$ cat src/rtl/bpsk_modulator_if.sv
// Bit-source handshake into the BPSK modulator: tx_en request plus bit valid/ready.
// Latency: none (wires only).
// Backpressure: bit_ready low while the modulator's holding register is occupied.
interface bpsk_modulator_if;
  logic tx_en;
  logic bit_in;
  logic bit_valid;
  logic bit_ready;

  // Bit source side (framer / UART bridge)
  modport master (
    output tx_en,
    output bit_in,
    output bit_valid,
    input  bit_ready
  );

  // Modulator side
  modport slave (
    input  tx_en,
    input  bit_in,
    input  bit_valid,
    output bit_ready
  );
endinterface

$ cat src/rtl/bpsk_modulator.sv
// BPSK modulator: free-running NCO into an external cosine LUT, sign flipped per symbol bit.
// Latency: 2 cycles from phase issue on cos_lu_angle_steps to the matching data_out sample.
// Backpressure: one-entry holding register; bit_ready drops until the next DATA symbol drains it.
module bpsk_modulator #(
  parameter int DATA_WIDTH         = 24,
  parameter int PHASE_WIDTH        = 6,
  parameter int PHASE_STEP         = 4,
  parameter int INITIAL_PHASE      = 0,
  parameter int SAMPLES_PER_SYMBOL = 16,
  parameter int PREAMBLE_SYMBOLS   = 32
) (
  input  logic                         clk,
  input  logic                         rst_n,
  bpsk_modulator_if.slave              bus,
  output logic [PHASE_WIDTH-1:0]       cos_lu_angle_steps,
  input  logic signed [DATA_WIDTH-1:0] cos_lu_value,
  output logic signed [DATA_WIDTH-1:0] data_out,
  output logic                         data_out_active,
  output logic                         symbol_strobe,
  output logic                         underrun
);

  localparam int SCW = (SAMPLES_PER_SYMBOL > 1) ? $clog2(SAMPLES_PER_SYMBOL) : 1;
  localparam int PCW = (PREAMBLE_SYMBOLS > 1) ? $clog2(PREAMBLE_SYMBOLS) : 1;
  localparam logic [SCW-1:0] SYM_LAST = SCW'(SAMPLES_PER_SYMBOL - 1);
  localparam logic [PCW-1:0] PRE_LAST = PCW'((PREAMBLE_SYMBOLS > 0) ? PREAMBLE_SYMBOLS - 1 : 0);
  localparam logic signed [DATA_WIDTH-1:0] S_MIN = {1'b1, {(DATA_WIDTH-1){1'b0}}};
  localparam logic signed [DATA_WIDTH-1:0] S_MAX = {1'b0, {(DATA_WIDTH-1){1'b1}}};

  typedef enum logic [1:0] {
    IDLE     = 2'd0,
    PREAMBLE = 2'd1,
    DATA     = 2'd2
  } state_t;

  state_t           state_q, state_d;
  logic [PCW-1:0]   pre_cnt_q, pre_cnt_d;
  logic [SCW-1:0]   sym_cnt;
  logic             boundary;
  logic             cur_bit_q, cur_bit_d;
  logic             cur_under_q, cur_under_d;
  logic             load_data;
  logic             drain;
  logic             hold_full;
  logic             hold_bit;
  logic             accept;

  // Stage-0 attributes belong to the sample whose phase is on cos_lu_angle_steps now
  logic             act0, stb0, und0;
  logic             act1, bit1, stb1, und1;
  logic signed [DATA_WIDTH-1:0] neg_val;

  assign boundary      = (sym_cnt == SYM_LAST);
  assign accept        = bus.bit_valid && !hold_full;
  assign bus.bit_ready = ~hold_full;

  assign act0 = (state_q != IDLE);
  assign stb0 = (sym_cnt == '0);
  assign und0 = cur_under_q && (sym_cnt == '0);

  // Negation clamps the most negative code so the inverted carrier never wraps
  assign neg_val = (cos_lu_value == S_MIN) ? S_MAX : -cos_lu_value;

  // NCO and symbol counter run continuously, independent of the FSM, to keep the carrier coherent
  always_ff @(posedge clk) begin
    if (!rst_n) begin
      cos_lu_angle_steps <= PHASE_WIDTH'(INITIAL_PHASE);
      sym_cnt            <= '0;
    end else begin
      cos_lu_angle_steps <= cos_lu_angle_steps + PHASE_WIDTH'(PHASE_STEP);
      sym_cnt            <= boundary ? '0 : sym_cnt + SCW'(1);
    end
  end

  // Symbol sequencing: decide the next symbol's kind and bit only at the last sample of a symbol
  always_comb begin
    state_d     = state_q;
    pre_cnt_d   = pre_cnt_q;
    cur_bit_d   = cur_bit_q;
    cur_under_d = cur_under_q;
    load_data   = 1'b0;
    drain       = 1'b0;
    if (boundary) begin
      cur_bit_d   = 1'b0;
      cur_under_d = 1'b0;
      unique case (state_q)
        IDLE: begin
          if (bus.tx_en) begin
            pre_cnt_d = '0;
            if (PREAMBLE_SYMBOLS == 0) load_data = 1'b1;
            else                       state_d   = PREAMBLE;
          end
        end
        PREAMBLE: begin
          if (pre_cnt_q == PRE_LAST) load_data = 1'b1;
          else                       pre_cnt_d = pre_cnt_q + PCW'(1);
        end
        DATA: begin
          if (!bus.tx_en) state_d   = IDLE;
          else            load_data = 1'b1;
        end
        default: state_d = IDLE;
      endcase
      if (load_data) begin
        state_d = DATA;
        if (hold_full) begin
          cur_bit_d = hold_bit;
          drain     = 1'b1;
        end else begin
          cur_under_d = 1'b1;
        end
      end
    end
  end

  // FSM state and current-symbol registers
  always_ff @(posedge clk) begin
    if (!rst_n) begin
      state_q     <= IDLE;
      pre_cnt_q   <= '0;
      cur_bit_q   <= 1'b0;
      cur_under_q <= 1'b0;
    end else begin
      state_q     <= state_d;
      pre_cnt_q   <= pre_cnt_d;
      cur_bit_q   <= cur_bit_d;
      cur_under_q <= cur_under_d;
    end
  end

  // One-entry holding register; it keeps its bit across IDLE so it goes out first on the next DATA entry
  always_ff @(posedge clk) begin
    if (!rst_n) begin
      hold_full <= 1'b0;
      hold_bit  <= 1'b0;
    end else if (accept) begin
      hold_full <= 1'b1;
      hold_bit  <= bus.bit_in;
    end else if (drain) begin
      hold_full <= 1'b0;
    end
  end

  // Two-stage alignment: stage 1 waits for the LUT read, stage 2 registers the signed sample
  always_ff @(posedge clk) begin
    if (!rst_n) begin
      act1            <= 1'b0;
      bit1            <= 1'b0;
      stb1            <= 1'b0;
      und1            <= 1'b0;
      data_out        <= '0;
      data_out_active <= 1'b0;
      symbol_strobe   <= 1'b0;
      underrun        <= 1'b0;
    end else begin
      act1            <= act0;
      bit1            <= cur_bit_q;
      stb1            <= stb0;
      und1            <= und0;
      data_out        <= act1 ? (bit1 ? neg_val : cos_lu_value) : '0;
      data_out_active <= act1;
      symbol_strobe   <= stb1;
      underrun        <= und1;
    end
  end

endmodule

$ cat src/flat_wrapper.sv
// flat-port wrapper written by rule: the top's interface ports become plain ports
module bpsk_modulator_flat 
#(
  parameter int DATA_WIDTH         = 24,
  parameter int PHASE_WIDTH        = 6,
  parameter int PHASE_STEP         = 4,
  parameter int INITIAL_PHASE      = 0,
  parameter int SAMPLES_PER_SYMBOL = 16,
  parameter int PREAMBLE_SYMBOLS   = 32
)
  (clk, rst_n, cos_lu_angle_steps, cos_lu_value, data_out, data_out_active, symbol_strobe, underrun, bus_tx_en, bus_bit_in, bus_bit_valid, bus_bit_ready);
  bpsk_modulator_if bus_i ();
  input  logic clk;
  input  logic rst_n;
  output logic [PHASE_WIDTH-1:0] cos_lu_angle_steps;
  input  logic signed [DATA_WIDTH-1:0] cos_lu_value;
  output logic signed [DATA_WIDTH-1:0] data_out;
  output logic data_out_active;
  output logic symbol_strobe;
  output logic underrun;
  input wire logic [$bits(bus_i.tx_en)-1:0] bus_tx_en;
  input wire logic [$bits(bus_i.bit_in)-1:0] bus_bit_in;
  input wire logic [$bits(bus_i.bit_valid)-1:0] bus_bit_valid;
  output wire logic [$bits(bus_i.bit_ready)-1:0] bus_bit_ready;
  assign bus_i.tx_en = bus_tx_en;
  assign bus_i.bit_in = bus_bit_in;
  assign bus_i.bit_valid = bus_bit_valid;
  assign bus_bit_ready = bus_i.bit_ready;
  bpsk_modulator #(.DATA_WIDTH(DATA_WIDTH), .PHASE_WIDTH(PHASE_WIDTH), .PHASE_STEP(PHASE_STEP), .INITIAL_PHASE(INITIAL_PHASE), .SAMPLES_PER_SYMBOL(SAMPLES_PER_SYMBOL), .PREAMBLE_SYMBOLS(PREAMBLE_SYMBOLS)) u_core (.clk(clk), .rst_n(rst_n), .bus(bus_i), .cos_lu_angle_steps(cos_lu_angle_steps), .cos_lu_value(cos_lu_value), .data_out(data_out), .data_out_active(data_out_active), .symbol_strobe(symbol_strobe), .underrun(underrun));
endmodule
$ cat config.mk
export PLATFORM = sky130hd
export DESIGN_NAME = bpsk_modulator_flat
export DESIGN_NICKNAME = d
export VERILOG_FILES = /design/src/rtl/bpsk_modulator_if.sv /design/src/rtl/bpsk_modulator.sv /design/src/flat_wrapper.sv
export SDC_FILE = /design/constraint.sdc
export NUM_CORES = 1
export LEC_CHECK = 0
export BUFFER_PORTS_ARGS = -buffer_cell sky130_fd_sc_hd__buf_4
export CAP_MARGIN = 20
export CORE_MARGIN = 3
export CORE_UTILIZATION = 40
export DETAILED_ROUTE_END_ITERATION = 12
export PLACE_DENSITY = 0.73
export SLEW_MARGIN = 25
export SYNTH_ARGS = -nofsm -noshare
export SYNTH_HDL_FRONTEND = slang
export SYNTH_SLANG_ARGS = --single-unit
$ cat constraint.sdc
create_clock -name clk -period 5.4 [get_ports clk]
set_clock_uncertainty 0.2 [all_clocks]
set_input_delay 0.27 -clock clk [delete_from_list [all_inputs] [get_ports clk]]
set_output_delay 0.27 -clock clk [all_outputs]
set_load 0.005 [all_outputs]
# After elaboration in Yosys (flattened, before gate mapping)
# Index checks and enable logic that the tools add are counted.
# word_totals
reg_bits	52
inputBits	29
output_inout_bits	34
# op_classes
n_addsub	4
eq_ne	10
n_mux	22
bitwise_logic	2
reduce_logical	12
# op_table
cell	count
24-bit two-way mux	2
24-bit equality test (second input constant)	1
24-bit negator	1
1-bit two-way mux	12
5-bit two-way mux	2
5-bit case mux with 2 select lines	1
4-bit AND reduction	2
6-bit by 3-bit adder with 6-bit output (second input constant)	1
2-bit two-way mux	3
3-bit by 2-bit != test with 1-bit output (second input constant)	2
2-bit case mux with 3 select lines	1
2-bit nonzero test	3
5-bit by 1-bit adder with 5-bit output (second input constant)	1
5-bit equality test (second input constant)	1
4-bit by 1-bit adder with 4-bit output (second input constant)	1
4-bit equality test (second input constant)	1
4-bit logical NOT	1
2-bit != test (second input constant)	2
2-bit by 1-bit equality test with 1-bit output (second input constant)	1
2-bit equality test (second input constant)	1
1-bit logical AND	2
2-bit logical NOT	1
2-bit by 1-bit != test with 1-bit output (second input constant)	1
1-bit inverter	2
other kinds (4)	4

# Longest topological paths before layout
# logic_depth
depth_word	8
ltp_mapped	8
ltp_nobuf	8

# Worst setup path after synthesis
# No wires, ideal clock.
# synth_path
path_kind	reg2reg
from	register u_core.pre_cnt_q[0]
to	register u_core.pre_cnt_q[3]
t_arrival_ps	1801
setup_slack_ps	3267
path_stages_with_launch	8
n_path_buf	0
period_less_slack_ps	2133
cell_sequence	dfxtp_1 ha_1 and3_1 ha_1 a211oi_1 nand4_1 xor2_1 nor2_1
# synth_via
elab_chain_len	3
elab_cells_between_ends	6
# synth_lines
element	line	text
from (decl)	bpsk_modulator.sv:37	logic [PCW-1:0] pre_cnt_q, pre_cnt_d;
from (signal assigned)	bpsk_modulator.sv:125	pre_cnt_q <= pre_cnt_d;
5-bit by 1-bit adder with 5-bit output or 5-bit equality test (tied branches)	bpsk_modulator.sv:96, bpsk_modulator.sv:95	
5-bit two-way mux or 2-bit != test (tied branches)	--	
5-bit case mux with 2 select lines or 4-bit AND reduction (tied branches)	--	
# Parallel ways exist; a longest one is shown, timed or not. The select of a mux whose other input is x is not followed.
# A chain may end at the register's enable or synchronous reset.

# Worst setup path in the final report
# layout_path
from	register u_core.sym_cnt[0]
to	register u_core.pre_cnt_q[3]
# layout_via
elab_chain_len	2
# layout_lines
element	line	text
from (decl)	bpsk_modulator.sv:38	logic [SCW-1:0] sym_cnt;
from (signal assigned)	bpsk_modulator.sv:71	sym_cnt <= boundary ? '0 : sym_cnt + SCW'(1);
4-bit equality test	bpsk_modulator.sv:53	assign boundary = (sym_cnt == SYM_LAST);
4-bit AND reduction (no source line)	--	
# Every way passes these cells.

==> flow_summary.toml <==
[power]
p_clk_frac = 0.418
p_total_mw = 0.7511
internal_power_mw = 0.6023
power_switching_mw = 0.1488
pwr-share-comb = 0.077
p_seq_frac = 0.505
p_sw_frac = 0.1981
power.density_mw_per_mm2 = 255.1
leakagePower_nw = 1.254
irDropWorstVdd_mv = 0.1171

[yosys]
avgSynthCellArea_um2 = 9.263
yosysWarnings = 0
async_flop_share = 0
yosys_register_bits = 50
ys_seq_area_frac = 0.4357
yosys.area.top_type = "dfxtp_1"
synth_area_leaders = "dfxtp_1, xor2_1, ha_1, a21oi_1, and2_1"
netlist_area_mm2 = 0.002297
synth_common_cells = "dfxtp_1, a21oi_1, xor2_1"
synthFlopType = "dfxtp_1"
synth_top_area_share = 0.4357
synthCells = 248
ys_types = 47
synth_edf_count = 0
synth.most_common_cell = "dfxtp_1"

[setup_path]
crit_fanout = 10
startpoint_type = "flop"
required_ps = 5370
crit_arrival_ps = 2270
reg2regPathDepth = 6
r2r-end = "u_core.pre_cnt_q[3]"
cp-end-kind = "flop"
r2r-start = "u_core.sym_cnt[0]"
regToRegSetupSlack_ps = 3090
path_class = "reg -> reg"

[finish]
final_cells = 378
finish.instance_area_mm2 = 0.002944
fillers = 506
area_growth_pct = 28.16
diodes = 0
nets = 345
drive_above_1_share = 0.2435
final_util = 0.5518

[worst_hold_path]
min-delay-start = "bus_bit_valid"
min_to = "u_core.hold_full"
hold_path_depth = 2
hold_path_class = "in -> reg"

[global_routing]
overflow = 0
grt_usage = 0.1519
grt_max_degree = 31
grt_pass1_wl_mm = 7.990
grt_pass1_vias = 1852
antenna_found_initial = 0

[detailed_routing]
drc = 0
ant_nets = 0
viasPerCell = 5.106
drtIter0Drc = 70
dr.pass1.iters = 4
avgRoutedWirePerCell_um = 12.79
wl_mm = 4.835
vias = 1930

[timing]
worst_pin_slew_ps = 894.8
rsz0062_at_grt = "no"
period_share = 0.4274
setup_tns_ps = 0
hold_viol = 0
period_needed_ps = 2308
drv_slew = 0
hold-worst-slack_ps = 13.54
fin_ws_ps = 3092
setup_violations = 0
max_clock_freq_mhz = 433.3
slew-limit-headroom = 0.4027

[cts]
clk_pin_slew_ps = 90
ctsHtreeMaxLevel = 2
cts_buffer_depth = 2
tritoncts = "yes"
insertion_delay_ps = 290
cts.sinks = 50
post-cts-setup-buffers = 0
numCtsBuffers = 5
cts_root_buf = "clkbuf_8"

[place]
pre_cts_ws_ps = 3001
gp_congestion = 0.8339
hpwl_mm = 3.614
placed_cell_area_mm2 = 0.002781
io_buffers = 60
dp_cells = 368

[run_status]
status = "completed"

[floorplanning]
die_area_mm2 = 0.006688
core_area_mm2 = 0.005335
die_w_um = 81.78
io_pins = 63
start_util = 0.4306
chipHeight_um = 81.78
rows = 26

[run]
max_cap_violations = 0
[final cells by class]
class	instances	area, µm²	area share
Timing Repair Buffer	62	470.5	0.1598
Tap cell	70	87.58	0.02975
Sequential cell	50	1001	0.3400
Multi-Input combinational cell	176	1197	0.4067
Inverter	12	45.04	0.01530
Clock buffer	6	82.58	0.02805
Clock inverter	2	60.06	0.02040
[per-layer routing]
metal  up-vias  global-route usage  routed length (µm)
li1        987                   -                   -
met1       878              0.1765                2122
met2        60              0.2674                2287
met3         5             0.04386                 373
met4         0             0.04817                  51
met5         -                   0                   0
[timing repair]
item | 4_1_cts | 5_1_grt
resized for setup | 0 | 0
hold endpoints to repair | 2 | 0
hold buffers | 2 | 0
[flip-flops by register name, summed over array words and instances (netlist names), 2 cells and up]
name / count
u_core.pre_cnt_q: 5
u_core.state_q: 2
u_core.cos_lu_angle_steps: 4
u_core.data_out: 24
u_core.sym_cnt: 4
[worst max path at each step]
stage	from	to	slack (ps)	cells after the start
2_1_floorplan	u_core.pre_cnt_q[0]	u_core.pre_cnt_q[3]	3270	7
3_3_place_gp	cos_lu_value[0]	u_core.data_out[15]	3040	8
3_5_place_dp	cos_lu_value[0]	u_core.data_out[21]	3000	8
4_1_cts	u_core.sym_cnt[0]	u_core.pre_cnt_q[3]	3090	6
5_1_grt	u_core.sym_cnt[0]	u_core.pre_cnt_q[3]	2870	6
6_report	u_core.sym_cnt[0]	u_core.pre_cnt_q[3]	3090	6
[cell usage in the layout (no fill, tap or decap), drive strengths merged, types with 2 or more instances in the layout]
master and n:
a211oi 3, a21boi 5, a21oi 19, a31oi 4
and2 10, and3 3, buf 60, bufinv 2
clkbuf 6, conb 2, dfxtp 50, dlygate4sd3 2
ha 9, inv 12, mux2 2, mux2i 4
nand2 16, nand2b 3, nand3 6, nand4 2
nand4b 2, nor2 8, nor2b 8, nor3 8
nor4 6, o211a 2, o21a 3, o21ai 9
o31a 2, o31ai 6, o41ai 2, or3 2
or4 3, xnor2 3, xor2 17
[power by group through the flow]
stage	Combinational [mW]	Clock (mW)	Sequential (mW)
global route	0.0655	0.339	0.380
global placement	0.0555	0	0.387
CTS	0.0584	0.323	0.379
detailed placement	0.0570	0	0.388
floorplan	0.0240	0	0.387
finish	0.0581	0.314	0.379
[worst max-delay path, stage by stage (launching register included)]
cell and delay [ps]:
dfxtp_1 380, ha_1 220, nand3_1 290, a211oi_1 680, nand4_1 200, xor2_1 160, nor2_1 50
[kinds of logic after synthesis]
family | count (synthesis) | share of synthesized area
buffers and inverters | 23 | 0.04466
adder cells (fa/ha/maj) | 9 | 0.04902
other | 1 | 0.001632
flip-flops | 50 | 0.4357
AND/OR/NAND/NOR | 80 | 0.1993
multiplexers | 6 | 0.02723
XOR/XNOR | 20 | 0.07625
AO/OA/AOI/OAI | 59 | 0.1661
(Power assumes the default switching activity.)
